### config.mk
export PLATFORM = sky130hd
export DESIGN_NAME = event_encoder
export DESIGN_NICKNAME = d
export VERILOG_FILES = /design/src/rtl/event_encoder.sv
export SDC_FILE = /design/constraint.sdc
export NUM_CORES = 1
export LEC_CHECK = 0
export CORE_MARGIN = 5
export CORE_UTILIZATION = 43
export DETAILED_ROUTE_END_ITERATION = 10
export PLACE_DENSITY = 0.85
export SYNTH_ARGS = -nofsm -noshare
export SYNTH_HDL_FRONTEND = slang
export SYNTH_SLANG_ARGS = --single-unit
### constraint.sdc
create_clock -name clk -period 1.65 [get_ports clk]
set_input_delay 0.165 -clock clk [delete_from_list [all_inputs] [get_ports clk]]
set_output_delay 0.165 -clock clk [all_outputs]
set_load 0.1 [all_outputs]
### src/rtl/event_encoder.sv
// event_encoder: gathers single-cycle event pulses on an N-bit request bus and
// emits them one at a time, lowest index first, as binary indices over a
// valid/ready handshake. Events not yet presented wait in a pending register.
// An event that arrives while the same bit is still pending merges with it and
// is reported as a drop.
module event_encoder #(
    parameter  int N = 4,
    localparam int W = $clog2(N)
) (
    input  logic         clk,
    input  logic         rst_n,
    input  logic [N-1:0] req_i,
    output logic [W-1:0] idx_o,
    output logic         valid_o,
    input  logic         ready_i,
    output logic [N-1:0] pending_o,
    output logic         drop_o,
    output logic [7:0]   drop_cnt_o
);

    logic [N-1:0] pend;
    logic [N-1:0] combined;
    logic [N-1:0] pend_after_pick;
    logic [W-1:0] pick_idx;
    logic         any_event;
    logic         load;
    logic         drop_cond;

    // Merge the new pulses into the pending set. Decide whether the output
    // slot can take a new event this cycle: it is either empty or being
    // consumed. A pulse that hits a bit already pending is lost.
    always_comb begin
        combined  = pend | req_i;
        any_event = |combined;
        load      = !valid_o || ready_i;
        drop_cond = |(req_i & pend);
    end

    // Fixed-priority pick. The loop runs from the top bit downward so the
    // last match, which is the lowest set bit, wins. That bit is then removed
    // from the set that stays pending.
    always_comb begin
        pick_idx = '0;
        for (int i = N - 1; i >= 0; i--) begin
            if (combined[i]) begin
                pick_idx = W'(i);
            end
        end
        pend_after_pick = combined & ~(N'(1) << pick_idx);
    end

    // Pending set and output slot. When the slot is busy and not consumed,
    // idx_o and valid_o hold, and every new pulse waits in the pending set.
    // When the slot is empty and nothing waits, idx_o keeps its old value.
    always_ff @(posedge clk) begin
        if (!rst_n) begin
            pend    <= '0;
            valid_o <= 1'b0;
            idx_o   <= '0;
        end else if (load) begin
            if (any_event) begin
                idx_o   <= pick_idx;
                valid_o <= 1'b1;
                pend    <= pend_after_pick;
            end else begin
                valid_o <= 1'b0;
                pend    <= '0;
            end
        end else begin
            pend <= combined;
        end
    end

    // Drop reporting. The flag follows the offending cycle by one clock, and
    // the counter stops at 255 so that a long storm of drops cannot wrap it.
    always_ff @(posedge clk) begin
        if (!rst_n) begin
            drop_o     <= 1'b0;
            drop_cnt_o <= 8'd0;
        end else begin
            drop_o <= drop_cond;
            if (drop_cond && (drop_cnt_o != 8'hFF)) begin
                drop_cnt_o <= drop_cnt_o + 8'd1;
            end
        end
    end

    assign pending_o = pend;

endmodule

* Yosys cells after proc, flatten, opt, wreduce, memory -nomap -nowiden
Index checks and enable logic that the tools add are counted.
** Cells by class
- Multiplexer cells :: 7
- Reduce and logical (&&, ||, !) cells :: 6
- Magnitude comparators :: 0
- Shift operators :: 1
- Div/mod/pow operators :: 0
- Bitwise gates (word level) :: 4
- Eq/ne operators :: 1
- Add/sub/neg operators :: 1
- Multiply operators :: 0
** Operator list (number)
- adder 8 x 1 -> 8 bit, second input constant :: 1
- AND 4 bit :: 2
- two-way mux 2 bit :: 4
- two-way mux 4 bit :: 2
- != test 8 bit, second input constant :: 1
- OR reduction 4 bit :: 2
- inverter 4 bit :: 1
- bitwise OR 4 bit :: 1
- << shifter 1 x 2 -> 4 bit, first input constant :: 1
- AND reduction 2 bit :: 1
- logical AND 1 bit :: 1
- logical NOT 1 bit :: 1
- logical OR 1 bit :: 1
- two-way mux 1 bit :: 1
** Storage, ports and cells
- Output and inout port bits :: 16
- Bits in latches :: 0
- Memory bits (writable) :: 0
- Word-level logic and storage cells :: 25
- Memories :: 0
- Flip-flop bits (word level) :: 16
- Bits of input ports :: 7
- Bits in read-only memories :: 0

* Longest topological paths before layout
- Depth in word-level cells :: 10
- Gate-level depth with buffers :: 6
- Mapped depth without buffers :: 5

* Worst setup path after synthesis
No wires, ideal clock.
- Path kind :: flip-flop to flip-flop
- Start :: register drop_cnt_o[0]
- End :: register drop_cnt_o[0]
- Buffers on the path :: 1
- Cell stages (with the launch flop) :: 7
- Arrival time :: 2.026 ns
- Required time :: 1.535 ns
- Library setup time :: 0.115 ns
- Period minus slack after synthesis :: 2.141 ns
- Path slack :: -0.491 ns
- Cell sequence :: dfxtp_1 -> ha_1 -> nand3_1 -> o2bb2ai_2 -> buf_6 -> xnor2_1 -> and2_1
** On the way
- Cells in the longest elaborated chain, start to end :: 2
- Elaborated cells between the ends (all ways) :: 3
- Those cells by class :: 1 x add/sub; 1 x eq/ne; 1 x reduce/logical
** RTL lines
- from (decl) :: RTL line 18 : output logic [7:0] drop_cnt_o
- from (signal assigned) :: RTL line 83 : drop_cnt_o <= drop_cnt_o + 8'd1;
- parallel branches: the longest is 2 deep, another holds adder 8 x 1 -> 8 bit
Parallel ways; which one is timed is not known.
A chain may end at the register's enable or synchronous reset.

* Final worst setup path
- Start :: register drop_cnt_o[0]
- End :: register drop_cnt_o[7]
The elaborated chain is that of the path after synthesis.

==> out/results.ini <==
[run_status]
outcome = complete, no violations

[synthesis]
ys_ff_latch = 16
syn_area_per_cell_um2 = 9.492
syn_area_um2 = 711.9
ys_seq_area_share_pct = 44.99
syn_inst = 75
ys_types = 29
synth_top_area_share_pct = 44.99
synthTopCellsByArea = dfxtp_1 (45%), a21boi_1 (5.3%), a21boi_0 (4.2%)
yosys_warnings = 0
synth_largest_area_cell = dfxtp_1
syn_nets = 83

[global_route]
track_usage_pct = 15.22
antenna_found_initial = 0
grt_pass1_vias = 724
gr-total-overflow = 0
grt_pass1_wl_mm = 3.008
grt_start_max_net_pins = 17

[sta]
fin_crit_sh_pct = 93.20
finalSetupViolCount = 0
report.final.slew_viol_count = 0
rsz0062_at_grt = false
hold_ws_ns = 0.5249
worstMarginPinSlew_ns = 0.4580
hold_viol_final = 0
finalClockSkew_ns = 0.004254
fmax_mhz = 650.3
slew_headroom_pct = 69.37
fin_crit_ns = 1.538

[min_path]
worstHoldEndpoint = drop_cnt_o[7]
hold_path.class = register to register
worstHoldPathCells = 2
min_from = drop_cnt_o[7]

[route]
wl_per_cell_um = 15.31
wirelength_mm = 1.868
dr.pass1.iters = 4
via_per_inst = 5.721
vias = 698
drt_iter0_drc = 10
drc = 0
ant_nets = 0

[clock_tree]
cts_sinks = 16
htree_levels = 1
cts.reportedPaths.clkPinSlew_ns = 0.09
hold_buffers = 0
cts_setup_buffers = 0
clk_latency_ns = 0.30
cts.path.max_buffers = 2
clock-root-buffer = clkbuf_4
cts_resized = 0
cts_tree = built
cts_buffers = 3

[placed_design]
gp_congestion = 0.8763
numPortBuffers = 22
dp_hpwl_mm = 1.380

[layout]
areaGrowthSynthToFinish_pct = 70.30
final_common_cell = buf_12
final_nets = 115
layout_common_cells = buf_12 (14), buf_4 (9), dfxtp_4 (7), dfxtp_2 (6), clkdlybuf4s50_1 (6)
layout-drive-gt1-share_pct = 43.40
antenna_cells = 0

[run]
maxCapViolCount = 0

[die]
dieArea_um2 = 2569
die_x_um = 50.69
initial_core_util_pct = 46.19
row_count = 14
ios = 23
die_h_um = 50.69
core_um2 = 1541

[worst_setup_path]
cp.arrival_ns = 1.76
required_ns = 1.88
reg2reg_from = drop_cnt_o[0]
worstSetupPathType = register to register
r2r_cells = 5
end_kind = register
reg2reg_to = drop_cnt_o[7]
r2r_slack_ns = 0.11
start_kind = register
critPathMaxFanout = 10

[power_and_ir_drop]
peakVddDrop_v = 0.0006086
power_density_nw_per_um2 = 846.1
total_power_mw = 1.026
power.leakage_nw = 0.4497

layer usage:
metal / track usage (%) / up-vias / wire length [µm]
li1: - / 341 / -
met1: 16.13 / 325 / 753
met2: 25.41 / 28 / 955
met3: 4.438 / 4 / 121
met4: 10.64 / 0 / 38
met5: 0 / - / 0
cell type report:
cell class	count	area, µm²
Inverter	1	3.754
Timing Repair Buffer	29	407.9
Fill cell	88	329.1
Sequential cell	16	354.1
Clock buffer	4	36.28
Multi-Input combinational cell	56	390.4
Tap cell	16	20.02
how the worst max path moves through the flow:
stage	cells after the start	end	startpoint
3_3_place_gp	5	drop_cnt_o[5]	req_i[3]
2_1_floorplan	3	drop_cnt_o[7]	drop_cnt_o[4]
6_report	5	drop_cnt_o[7]	drop_cnt_o[0]
3_5_place_dp	6	drop_cnt_o[5]	req_i[3]
4_1_cts	6	drop_cnt_o[1]	drop_cnt_o[0]
5_1_grt	5	drop_cnt_o[5]	drop_cnt_o[0]
Yosys cell counts:
cell type / n
inv_1: 1
mux2i_1: 1
nand4_1: 1
nor4_1: 2
clkbuf_1: 1
a21oi_1: 1
a22oi_1: 3
or2_2: 1
a31o_2: 1
and3_2: 1
nor3b_1: 2
a21boi_0: 4
and2_1: 1
nand3_1: 4
o2bb2ai_2: 1
buf_6: 1
o31ai_1: 4
and2b_2: 1
dfxtp_1: 16
or4_1: 3
xnor2_1: 1
nor2b_1: 2
nor2_1: 5
ha_1: 1
nand2b_1: 1
nand2_1: 3
or3_1: 3
a21boi_1: 5
o21ai_0: 4
sequential cells by signal, summed over array words and instances (netlist names):
signal / count
drop_cnt_o: 8
pending_o: 4
idx_o: 2
drop_o: 1
valid_o: 1
critical path, cell delays in order (launching register included):
cell and delay (ns):
dfxtp_4 0.37, ha_1 0.25, nand3_2 0.11, o2bb2ai_4 0.10
or4_1 0.49, a21boi_1 0.15
cell families (layout without fill, tap and decap cells):
group	after synthesis	in the layout	share of synthesized area, %
flip-flops	16	16	44.99
multiplexers	1	1	1.406
buffers and inverters	3	34	2.635
adder cells (fa/ha/maj)	1	1	1.757
AND/OR/NAND/NOR	30	30	24.26
AO/OA/AOI/OAI	23	23	23.73
XOR/XNOR	1	1	1.230
power by group:
group / total, mW / switching, mW / leakage (nW) / internal (mW)
Sequential: 0.432 / 0.0273 / 0.138 / 0.404
Combinational: 0.332 / 0.201 / 0.290 / 0.131
Clock: 0.262 / 0.127 / 0.0210 / 0.135
metrics by stage:
stage	instances	worst slack [ns]	setup TNS, ns	util [%]	instance area, µm²
floorplan	75	0.01163	0	-	745.7
CTS	122	0.08060	0	77.52	1195
finish	122	0.1123	0	78.65	1212
detailed placement	118	-0.09369	-0.3787	75.16	1159
global placement	118	-0.03917	-0.06065	75.16	1159
global route	122	0.02159	0	78.65	1212
Note: power is estimated with default switching activity, not from simulation.
==> RTL edit: new RTL, same settings <==
Set the parameter `N` to 8 (it was 4).
--- a/src/rtl/event_encoder.sv
+++ b/src/rtl/event_encoder.sv
@@ -4,7 +4,7 @@
 // An event that arrives while the same bit is still pending merges with it and
 // is reported as a drop.
 module event_encoder #(
-    parameter  int N = 4,
+    parameter  int N = 8,
     localparam int W = $clog2(N)
 ) (
     input  logic         clk,
Ports: changed (resized idx_o, pending_o and req_i); port bits go from 23 to 32. No check against the original RTL was run, so the function may have changed too.
==> RTL edit against the unedited design <==
Design area rose by 40%; die area rose by 34%; largest power group unchanged; clock power fell by 6%; largest cell class unchanged; sequential cell count rose by 5; utilization fell by 2.7 points; synthesized area rose by 43%; worst setup slack improved by 0.029 ns; routed wire length rose by 47%; power rose by 33%; non-clock buffer count rose by 13; sequential share of layout area fell by 0.96 points; sequential power rose by 35%; highest routed layer unchanged.
==> RTL edit: results (changes against the unedited design) <==
* Clk power at 0.000247 W (was 0.000262 W)
* Status: finished clean (unchanged)
* Ys async rst share at 0% (unchanged)
* Critical-path top delay cell: dfxtp_4 (was or4_1)
* Fillers at 158 (was 88)
* Netlist cell types at 35 (was 29)
* Max incr delay on CP at 0.38 ns (was 0.49 ns)
* Non-clock buffer share at 34.1% (was 33.6%)
* Core footprint at 2230 µm² (was 1540 µm²)
* Top sig layer: met4 (unchanged)
* Switching fraction of total power at 39.4% (was 34.7%)
* Final Non-Filler Cells at 188 (was 122)
* Commonest cells post-synth: dfxtp_1 (21), nand2_1 (15), nor2_1 (10), mux2i_1 (7), nand2b_1 (6) (was dfxtp_1 (16), a21boi_1 (5), nor2_1 (5))
* Multi-input gate share of total cell area at 33.1% (was 32.2%)
* Adder-cell area share of the yosys netlist at 1.23% (was 1.76%)
* CP endpoint: idx_o[1] (was drop_cnt_o[7])
* Mux cell area share after synthesis at 6.88% (was 1.41%)
* Length of routed met3 wiring at 130 µm (was 121 µm)
* Met1 Usage GRT at 19.3% (was 16.1%)
* Layout net count at 173 (was 115)
* Maximum VDD drop at 602 µV (was 609 µV)
* Critical path class: reg2reg (unchanged)
* GR Layer Usage met2 at 31.7% (was 25.4%)
* Met3 Use GR at 2.85% (was 4.44%)
* Seq_cells at 21 (was 16)
* Clk cell area share at 1.62% (was 2.99%)
* Nonclk inv count at 4 (was 1)
* Reg2reg start: pending_o[6] (was drop_cnt_o[0])
* Combinational power at 0.000535 W (was 0.000332 W)
* Register Area at 479 µm² (was 354 µm²)
* DP Cell Count at 184 (was 118)
* Pwr/cell area at 805 nW/µm² (was 846 nW/µm²)
* Vias per cell at 5.74 (was 5.72)
* Worst-path fanout max at 5 (was 10)
* #MultiIn Comb at 89 (was 56)
* Dpl cell area at 1660 µm² (was 1160 µm²)
* First-pass GRT wire length at 4600 µm (was 3010 µm)
* Largest net degree at the start of global routing at 15 (was 17)
* First DRT Iteration DRCs at 27 (was 10)
* DP HPWL at 2220 µm (was 1380 µm)
* GRT Util Overall at 17.3% (was 15.2%)
* Setup slack, reg-to-reg at 0.14 ns (was 0.11 ns)
* Worst Skew at 0.00132 ns (was 0.00425 ns)
* Met2 wire len at 1460 µm (was 955 µm)
* Port Buf Inserts at 31 (was 22)
* Area contributors post-synth: dfxtp_1 (41%), mux2i_1 (6.9%), nand2_1 (5.5%), a211oi_1 (3.7%), nand2b_1 (3.7%) (was dfxtp_1 (45%), a21boi_1 (5.3%), a21boi_0 (4.2%), o31ai_1 (4.2%), a22oi_1 (3.2%))
* Placer Congestion at 0.917 (was 0.876)
* Syn Nets at 130 (was 83)
* Final design utilization at 76.0% (was 78.7%)
* Max-Slew Margin vs Limit at 71.1% (was 69.4%)
* CTS clk-pin slew, worst paths at 0.12 ns (was 0.09 ns)
* Post-Synth XOR/XNOR Area at 0% (was 1.23%)
* Routed WL per cell at 14.6 µm (was 15.3 µm)
* Post-Synthesis Cells at 118 (was 75)
* Leakage at 0.625 nW (was 0.450 nW)
## RTL edit: cell types whose count changed in the layout (fill, tap and decap cells not counted), sizes merged, moves of 3 or more
| cell | change |
|---|---|
| nor2 | +5 |
| a21boi | -9 |
| nand2 | +12 |
| nor3 | +4 |
| dfxtp | +5 |
| a211oi | +5 |
| a21oi | +3 |
| nand2b | +5 |
| mux2i | +6 |
| clkdlybuf4s50 | +4 |
| buf | +9 |
| nor4 | +4 |
## RTL edit: critical path, delay by kind of cell, from the launching register on
kind,cells,cell delay (ns)
AND/OR/NAND/NOR,2,0.37
flip-flops,1,0.38
multiplexers,1,0.22
buffers and inverters,1,0.16
AO/OA/AOI/OAI,1,0.32
## RTL edit: how the worst min path moves through the flow
stage | from | slack [ns] | depth (start not counted) | end
2_1_floorplan | rst_n | 0.31 | 2 | drop_cnt_o[4]
3_3_place_gp | drop_cnt_o[6] | 0.49 | 2 | drop_cnt_o[6]
3_5_place_dp | drop_cnt_o[6] | 0.50 | 2 | drop_cnt_o[6]
4_1_cts | drop_cnt_o[6] | 0.52 | 2 | drop_cnt_o[6]
5_1_grt | drop_cnt_o[5] | 0.54 | 2 | drop_cnt_o[5]
6_report | drop_cnt_o[5] | 0.51 | 2 | drop_cnt_o[5]
## RTL edit: timing repair
item,4_1_cts,5_1_grt
hold buffers,0,0
setup buffers,0,0
setup endpoints to repair,6,0
resized for setup,1,0
## RTL edit: through the flow
stage                     hold WS, ns  worst slack [ns]
after global placement          0.489           -0.0717
after floorplan                 0.310           -0.0604
after CTS                       0.520             0.146
after detailed placement        0.502            -0.140
final                           0.515             0.141
after global routing            0.537           0.00958
